`src/rtl/fns_encoder_seq.sv`:
```
// Sequential binary-to-Fibonacci (Zeckendorf) encoder that emits one code digit per clock, MSB first, using greedy subtraction.
// Optional build macro: FNS_ENC_SELFCHECK_EN adds o_chk_err and a weighted-sum consistency checker.
module fns_encoder_seq #(
    parameter int N_BITS = 9,
    parameter int CODE_W = 12
) (
    input  logic              clk,
    input  logic              rst_n,
    input  logic              i_in_valid,
    output logic              o_in_ready,
    input  logic [N_BITS-1:0] i_in_data,
    output logic              o_out_valid,
    input  logic              i_out_ready,
    output logic [CODE_W-1:0] o_code_out,
    output logic              o_err_flag,
    output logic [1:0]        o_dbg_state
`ifdef FNS_ENC_SELFCHECK_EN
    ,output logic             o_chk_err
`endif
);

    // Handshakes: a transfer happens on a rising edge where valid and ready are both high.
    // The source may not make valid wait for ready. Data is sampled only on that edge.
    localparam int RES_W = N_BITS + 1;
    localparam int IDX_W = (CODE_W > 1) ? $clog2(CODE_W) : 1;

    typedef logic [CODE_W-1:0][31:0] wtab_t;

    function automatic wtab_t gen_weights();
        wtab_t t;
        t = '0;
        for (int i = 0; i < CODE_W; i++) begin
            if (i == 0)      t[i] = 32'd1;
            else if (i == 1) t[i] = 32'd2;
            else             t[i] = t[i-1] + t[i-2];
        end
        return t;
    endfunction

    localparam wtab_t       W    = gen_weights();
    localparam logic [31:0] MAXV = W[CODE_W-1] + W[CODE_W-2] - 32'd1;

    typedef enum logic [1:0] {
        S_IDLE = 2'd0,
        S_ENC  = 2'd1,
        S_DONE = 2'd2
    } state_t;

    state_t            r_state;
    logic              r_in_ready;
    logic              r_out_valid;
    logic [CODE_W-1:0] r_code;
    logic              r_err;
    logic [RES_W-1:0]  r_residue;
    logic [IDX_W-1:0]  r_idx;

    logic [31:0]       w_res32;
    logic [31:0]       w_wt;
    logic [31:0]       w_in32;
    logic              w_take;
    logic [CODE_W-1:0] w_code_next;
    logic [RES_W-1:0]  w_res_next;

    // One greedy step: the digit at r_idx is set whenever its weight still fits in the residue.
    always_comb begin
        w_res32     = 32'(r_residue);
        w_wt        = W[r_idx];
        w_in32      = 32'(i_in_data);
        w_take      = (w_res32 >= w_wt);
        w_code_next = r_code;
        w_res_next  = r_residue;
        if (w_take) begin
            w_code_next = r_code | (CODE_W'(1) << r_idx);
            w_res_next  = RES_W'(w_res32 - w_wt);
        end
    end

`ifdef FNS_ENC_SELFCHECK_EN
    logic [N_BITS-1:0] r_orig;
    logic              r_chk;
    logic [31:0]       w_sum;
    logic              w_chk_fail;

    function automatic logic [31:0] weighted_sum(input logic [CODE_W-1:0] c);
        logic [31:0] s;
        s = '0;
        for (int i = 0; i < CODE_W; i++) begin
            if (c[i]) s = s + W[i];
        end
        return s;
    endfunction

    // Evaluated on the final greedy step, i.e. on the codeword that DONE will present.
    always_comb begin
        w_sum      = weighted_sum(w_code_next);
        w_chk_fail = (w_res_next != '0)
                   || ((w_code_next & (w_code_next >> 1)) != '0)
                   || (w_sum != 32'(r_orig));
    end

    assign o_chk_err = r_chk;
`endif

    always_ff @(posedge clk or negedge rst_n) begin
        if (!rst_n) begin
            r_state     <= S_IDLE;
            r_in_ready  <= 1'b0;
            r_out_valid <= 1'b0;
            r_code      <= '0;
            r_err       <= 1'b0;
            r_residue   <= '0;
            r_idx       <= '0;
`ifdef FNS_ENC_SELFCHECK_EN
            r_orig      <= '0;
            r_chk       <= 1'b0;
`endif
        end else begin
            case (r_state)
                S_IDLE: begin
                    r_in_ready <= 1'b1;
                    if (i_in_valid && r_in_ready) begin
                        r_in_ready <= 1'b0;
                        r_code     <= '0;
                        if (w_in32 > MAXV) begin
                            r_err       <= 1'b1;
                            r_out_valid <= 1'b1;
                            r_state     <= S_DONE;
`ifdef FNS_ENC_SELFCHECK_EN
                            r_chk       <= 1'b0;
`endif
                        end else begin
                            r_err     <= 1'b0;
                            r_residue <= {1'b0, i_in_data};
                            r_idx     <= IDX_W'(CODE_W - 1);
                            r_state   <= S_ENC;
`ifdef FNS_ENC_SELFCHECK_EN
                            r_orig    <= i_in_data;
`endif
                        end
                    end
                end
                S_ENC: begin
                    r_code    <= w_code_next;
                    r_residue <= w_res_next;
                    if (r_idx == '0) begin
                        r_out_valid <= 1'b1;
                        r_state     <= S_DONE;
`ifdef FNS_ENC_SELFCHECK_EN
                        r_chk       <= w_chk_fail;
`endif
                    end else begin
                        r_idx <= r_idx - 1'b1;
                    end
                end
                S_DONE: begin
                    if (i_out_ready) begin
                        r_out_valid <= 1'b0;
                        r_in_ready  <= 1'b1;
                        r_state     <= S_IDLE;
`ifdef FNS_ENC_SELFCHECK_EN
                        r_chk       <= 1'b0;
`endif
                    end
                end
                default: begin
                    r_state <= S_IDLE;
                end
            endcase
        end
    end

    assign o_in_ready  = r_in_ready;
    assign o_out_valid = r_out_valid;
    assign o_code_out  = r_code;
    assign o_err_flag  = r_err;
    assign o_dbg_state = r_state;

endmodule

```
`config.mk`:
```
export PLATFORM = sky130hd
export DESIGN_NAME = fns_encoder_seq
export DESIGN_NICKNAME = d
export VERILOG_FILES = /design/src/rtl/fns_encoder_seq.sv
export SDC_FILE = /design/constraint.sdc
export NUM_CORES = 1
export LEC_CHECK = 0
export ABC_AREA = 0
export ABC_CLOCK_PERIOD_IN_PS = 7700
export CORE_UTILIZATION = 55
export CTS_BUF_LIST = sky130_fd_sc_hd__clkbuf_8 sky130_fd_sc_hd__clkbuf_16
export CTS_CLUSTER_DIAMETER = 120
export DETAILED_ROUTE_END_ITERATION = 8
export PLACE_DENSITY = 0.8
export SETUP_SLACK_MARGIN = 0.15
export SYNTH_ARGS = -nofsm -noshare
export SYNTH_HDL_FRONTEND = slang
export SYNTH_SLANG_ARGS = --single-unit
```
`constraint.sdc`:
```
create_clock -name clk -period 7.7 [get_ports clk]
set_input_delay 1.925 -clock clk [delete_from_list [all_inputs] [get_ports clk]]
set_output_delay 1.925 -clock clk [all_outputs]
set_load 0.02 [all_outputs]
```
==> reports/metrics.yaml, run 1 <==
yosys:
  ys_types: 46
  synth_fp_nets: 274
  synth.most_common_cell: "dfrtp_1"
  yosysSeqAreaShare_pct: 37.0
  syn_area_sq_um: 2100
  ys.flop_type: "dfrtp_1"
  synth_edf_count: 0
  synth_warnings: 0
  ys_ff_latch: 31
  yosysTopAreaCell: "dfrtp_1"
  synth_common_cells: "31 x dfrtp_1, 27 x nor2_1, 25 x nand2_1"
  async_reset_ff_share_pct: 100
  synth.avg_cell_area_sq_um: 8.70
  netlist_instances: 241
  synth.area.top_cells: "dfrtp_1 37%, ha_1 11%, a21oi_1 5.7%"
  netlist.area_leader.share_pct: 37.0
sta:
  rsz0062_at_grt: "no"
  fin_crit_ns: 3.73
  finalSetupTns_ns: 0
  finalSetupViolCount: 0
  clock.fmax_mhz: 268
  finalCritPeriodShare_pct: 48.4
  final.setup_skew_ns: 0.00563
  slew_headroom_pct: 33.6
  drv_slew: 0
  hold_viol: 0
  worst_pin_slew_ns: 0.996
routing:
  routed_wl_um: 4630
  wl_met3_um: 193
  wl_per_cell_um: 14.6
  drtAntennaViolNets: 0
  vias_per_cell: 5.75
  vias: 1829
  drt_iter0_drc: 105
  drt_pass1_iterations: 4
  drc: 0
  route.met2.wl_um: 2200
  wirelength_met1_um: 2100
  highest_layer: "met4"
cells_and_area:
  stdcell_count: 318
  final_nets: 302
  area_growth_pct: 20.3
  layout-drive-gt1-share_pct: 7.04
  antenna-diode-count: 0
  fillers: 293
place:
  port_buffers: 29
  hpwl_um: 3330
  post-place-cells: 310
  finalWeightedCongestion: 0.838
floorplan:
  start_util_pct: 57.2
  core_sq_um: 3660
  die-area_sq_um: 4060
  die_w_um: 63.7
  rows: 22
  ios: 30
  die_h_um: 63.7
pwr:
  vdd_drop_max_mv: 0.278
  power.leakage_nw: 1.09
  powerDensity_nw_per_um2: 463
cts:
  numCtsBuffers: 5
  cts_resized: 0
  hold_buffers: 0
  clk_pin_slew_ns: 0.07
  h-tree-depth: 2
  post_cts_buffers: 0
  clk_latency_ns: 0.29
  cts.sinks: 31
  clock_path_buffers: 2
  tritoncts: "done"
  root_buffer: "clkbuf_8"
worst_setup_path:
  cp-start-kind: "input pin"
  crit_required_ns: 7.88
  critPathSlowestCell: "clkdlybuf4s50_1"
  path_class: "in2reg"
  worstPathMaxFanout: 18
  max_stage_delay_ns: 0.48
  end_kind: "flop"
  path_cells: "clkdlybuf4s50_1 > nand3_1 > a21boi_0 > a31oi_2 > and2_4 > mux2_4"
  critPathArrivalTime_ns: 3.91
global_route:
  grt_usage_pct: 25.3
  grt_max_degree: 32
  antenna_found_initial: 0
  grt_overflow: 0
  grt_pass1_wl_um: 7850
  first_global_vias: 1671
flow_run:
  drv_cap: 0
outcome:
  status: "finished clean"
worst_hold_path:
  hold_path_class: "reg2reg"
[state kept, by name (all words and copies together) (netlist names)]
signal and flops:
r_residue 10, o_in_ready 1, o_code_out 12, o_err_flag 1, o_dbg_state 2, o_out_valid 1
r_idx 4
[final timing paths]
path	from	endpoint	slack (ns)	depth (start not counted)
max in group asynchronous	rst_n	r_residue[3]	5.39	2
hold reg to reg	o_err_flag	o_err_flag	0.48	2
hold / removal	o_err_flag	o_err_flag	0.48	2
min in group asynchronous	rst_n	o_dbg_state[1]	2.03	2
setup / recovery	i_in_valid	r_residue[2]	3.97	6
setup reg to reg	r_idx[0]	r_residue[2]	4.04	14
[routing by layer]
metal  vias up  track usage, %
li1        914               -
met1       855            32.0
met2        49            40.8
met3        11            3.75
met4         0            15.3
met5         -               0
[stage by stage]
stage          util [%]  setup slack [ns]  instance area (sq um)  hold WS [ns]  power (W)
2_1_floorplan         -              4.44                   2100         0.489   0.000820
3_5_place_dp       65.7              3.73                   2400         0.471   0.000987
4_1_cts            68.9              4.01                   2520         0.486    0.00116
6_report           68.9              3.97                   2520         0.476    0.00117
3_3_place_gp       65.7              3.78                   2400         0.461   0.000964
5_1_grt            68.9              3.82                   2520         0.500    0.00127
[final cells by class]
class | count | area, sq um | area share, %
timing repair buffer | 30 | 298 | 11.8
multi-input combinational | 189 | 1220 | 48.6
clock buffer | 6 | 82.6 | 3.28
sequential | 31 | 776 | 30.8
inverter | 12 | 45.0 | 1.79
tap | 48 | 60.1 | 2.38
clock inverter | 2 | 35.0 | 1.39
[cell families (layout without fill, tap and decap cells)]
kind of cell               after synthesis  count (layout)  synth area share (%)
buffers and inverters                   21              50                  4.54
xor gates and xnor gates                 3               3                  1.25
and+or+nand+nor                         86              86                  20.1
DFF                                     31              31                  37.0
adders and majority gates               20              20                  12.3
muxes                                    8               8                  4.06
AOI/OAI and AO/OA                       72              72                  20.8
[cells in the final DEF, fill, tap and decap left out, types with 5 or more instances in the layout]
cell type        instances
dfrtp_1                 31
clkdlybuf4s50_1         29
nor2_1                  27
nand2_1                 25
a21oi_1                 24
o21ai_0                 23
ha_1                    19
inv_1                   11
mux2i_1                  7
nor3_1                   7
clkbuf_8                 6
nand3_1                  5
[critical path, delay by kind of cell]
kind	cells	cell delay (ns)
AOI/OAI and AO/OA	2	0.63
buffers and inverters	1	0.48
muxes	1	0.32
and+or+nand+nor	2	0.55
[where the power goes]
part	switching (W)	internal, W
Sequential	0.0000473	0.000219
Combinational	0.000432	0.000300
Clock	0.0000641	0.000105
Total	0.000543	0.000623
(Power assumes the default switching activity.)
==> run 2: changes to the inputs <==
- ABC_CLOCK_PERIOD_IN_PS: 7700 -> 3700
- CORE_UTILIZATION: 55 -> 54
- PLACE_DENSITY: 0.8 -> 0.79
- clock period: 7.7 -> 3.7 ns (I/O delays scaled with it)
==> run 2 against run 1 <==
  * Total power is 110% higher
  * Sequential power is 110% higher
  * Global-route usage is 1.1 points lower
  * Largest cell class unchanged
  * Largest power group unchanged
==> reports/metrics.yaml, run 2 (synthesis results as in run 1) <==
outcome:
  status: "finished clean"
global_route:
  grt_pass1_wl_um: 7770  # -0.97%
  gr-usage-met2_pct: 40.4  # -0.43 points
  first_global_vias: 1652  # -1.1%
  use_met1_pct: 32.4  # +0.43 points
  grt_use_met3_pct: 5.36  # +1.6 points
  grt_overflow: 0  # unchanged
  busiest_layer: "met2"
  grt_usage_pct: 24.2  # -1.1 points
  antenna_found_initial: 0  # unchanged
  grt_max_degree: 32  # unchanged
cts:
  hold_buffers: 0  # unchanged
  cts.sinks: 31  # unchanged
  h-tree-depth: 2  # unchanged
  clk_latency_ns: 0.27  # -0.02 ns
  root_buffer: "clkbuf_8"
  numCtsBuffers: 5  # unchanged
  clk_pin_slew_ns: 0.07  # about the same
  tritoncts: "done"
  clock_path_buffers: 2  # unchanged
worst_setup_path:
  crit_family: "simple AND/OR/NAND/NOR gates"
  path_class: "reg2reg"
  critPathBufInv: 3  # +2
  path_cells: "inv_1 > ha_1 > inv_1 > mux2i_1 > nor2_1 > a21oi_1 > ha_1 > inv_1 > fa_1 > nand3_1 > a31oi_1 > or4_4 > and2_4 > mux2_4"
  critPathSlowestCell: "or4_4"
  max_stage_delay_ns: 0.58  # +0.10 ns
  crit_required_ns: 3.86  # -4.02 ns
  cp-start-kind: "flop"
  critPathArrivalTime_ns: 3.52  # -0.39 ns
  end_kind: "flop"
  cpMostUsedCell: "inv_1"
  worstPathMaxFanout: 18  # unchanged
place:
  finalWeightedCongestion: 0.901  # +7.6%
  port_buffers: 29  # unchanged
  hpwl_um: 3330  # about the same
sta:
  drv_slew: 0  # unchanged
  final.setup_skew_ns: 0.00272  # -0.00291 ns
  rsz0062_at_grt: "no"
  slew_headroom_pct: 36.6  # +3.0 points
  finalCritPeriodShare_pct: 90.7
  hold_viol: 0  # unchanged
  finalSetupTns_ns: 0  # unchanged
  worst_pin_slew_ns: 0.951  # -0.0445 ns
  fin_crit_ns: 3.35
  clock.fmax_mhz: 298
  finalSetupViolCount: 0  # unchanged
pwr:
  p_sw_w: 0.00113  # +110%
  swShare_pct: 45.9  # -0.66 points
  power.leakage_nw: 1.11  # +1.9%
  p_total_w: 0.00246  # +110%
  combPwrFrac_pct: 63.7  # +1.0 points
  intPower_w: 0.00133  # +110%
  pwr-share-clk_pct: 14.0  # -0.5 points
  vdd_drop_max_mv: 0.785  # +180%
  seqPwrFrac_pct: 22.3  # -0.5 points
  powerDensity_nw_per_um2: 959  # +110%
floorplan:
  rows: 22  # unchanged
  die_w_um: 64.3  # +0.89%
  die-area_sq_um: 4130  # +1.8%
  core_sq_um: 3690  # +0.75%
  start_util_pct: 56.8  # -0.43 points
  die_h_um: 64.3  # +0.89%
  ios: 30  # unchanged
cells_and_area:
  antenna-diode-count: 0  # unchanged
  layout-drive-gt1-share_pct: 9.45  # +2.4 points
  final_core_util_pct: 69.4  # +0.57 points
  area_growth_pct: 22.2
  final_nets: 307  # +1.7%
  final_cell_mix: "29 x clkdlybuf4s50_1, 29 x dfrtp_1, 27 x nor2_1"
  largest_reg_flops: 12  # unchanged
routing:
  routed_wl_um: 4700  # +1.3%
  drc: 0  # unchanged
  vias_per_cell: 5.78  # +0.50%
  drtAntennaViolNets: 0  # unchanged
  vias: 1867  # +2.1%
  wl_per_cell_um: 14.5  # -0.25%
  drt_pass1_iterations: 4  # unchanged
  drt_iter0_drc: 131  # +25%
worst_hold_path:
  hold_path_class: "reg2reg"
flow_run:
  drv_cap: 0  # unchanged
[run 2: per-layer routing]
metal | vias up | part of all wire (%) | wire [um]
met5 | - | 0 | 0
met3 | 9 | 4.4 | 205
li1 | 926 | - | -
met2 | 49 | 48 | 2240
met1 | 883 | 47 | 2190
met4 | 0 | 1.3 | 62
[run 2: power by group through the flow]
stage | clock [W] | sequential, W | combinational, W
5_1_grt | 0.000367 | 0.000558 | 0.00173
2_1_floorplan | 0 | 0.000590 | 0.00112
4_1_cts | 0.000349 | 0.000549 | 0.00152
3_3_place_gp | 0 | 0.000548 | 0.00149
3_5_place_dp | 0 | 0.000555 | 0.00151
6_report | 0.000344 | 0.000548 | 0.00156
[run 2: final timing paths]
kind,startpoint,endpoint,slack [ns],cells after the start
setup / recovery,r_idx[1],r_residue[2],0.35,14
min in group asynchronous,rst_n,o_out_valid,1.05,2
hold reg to reg,o_code_out[4],o_code_out[4],0.48,2
max in group asynchronous,rst_n,r_idx[0],2.34,2
setup reg to reg,r_idx[1],r_residue[2],0.35,14
hold / removal,o_code_out[4],o_code_out[4],0.48,2
[run 2: timing repair]
action | 4_1_cts | 5_1_grt
endpoints found under the setup margin | 0 | 17
resized for setup | 0 | 2
setup buffers | 0 | 3
[run 2: tightest hold or removal path: stages, from the launching register on]
cell and delay (ns):
dfrtp_1 0.34, nand2_1 0.04, o21ai_0 0.06
[run 2: metrics by stage]
| step | cell area (sq um) | hold slack (ns) | worst slack (ns) | instances |
|---|---|---|---|---|
| finish | 2560 | 0.475 | 0.345 | 323 |
| global route | 2560 | 0.503 | 0.132 | 323 |
| CTS | 2540 | 0.485 | 0.260 | 320 |
| detailed placement | 2420 | 0.469 | 0.265 | 312 |
| global placement | 2420 | 0.465 | 0.393 | 312 |
| floorplan | 2100 | 0.489 | 0.488 | 241 |
[run 2: layout make-up]
class / instances / area (sq um)
inverter: 12 / 45.0
tap: 48 / 60.1
sequential: 31 / 778
fill: 313 / 1130
clock inverter: 2 / 35.0
multi-input combinational: 189 / 1220
timing repair buffer: 35 / 335
clock buffer: 6 / 82.6
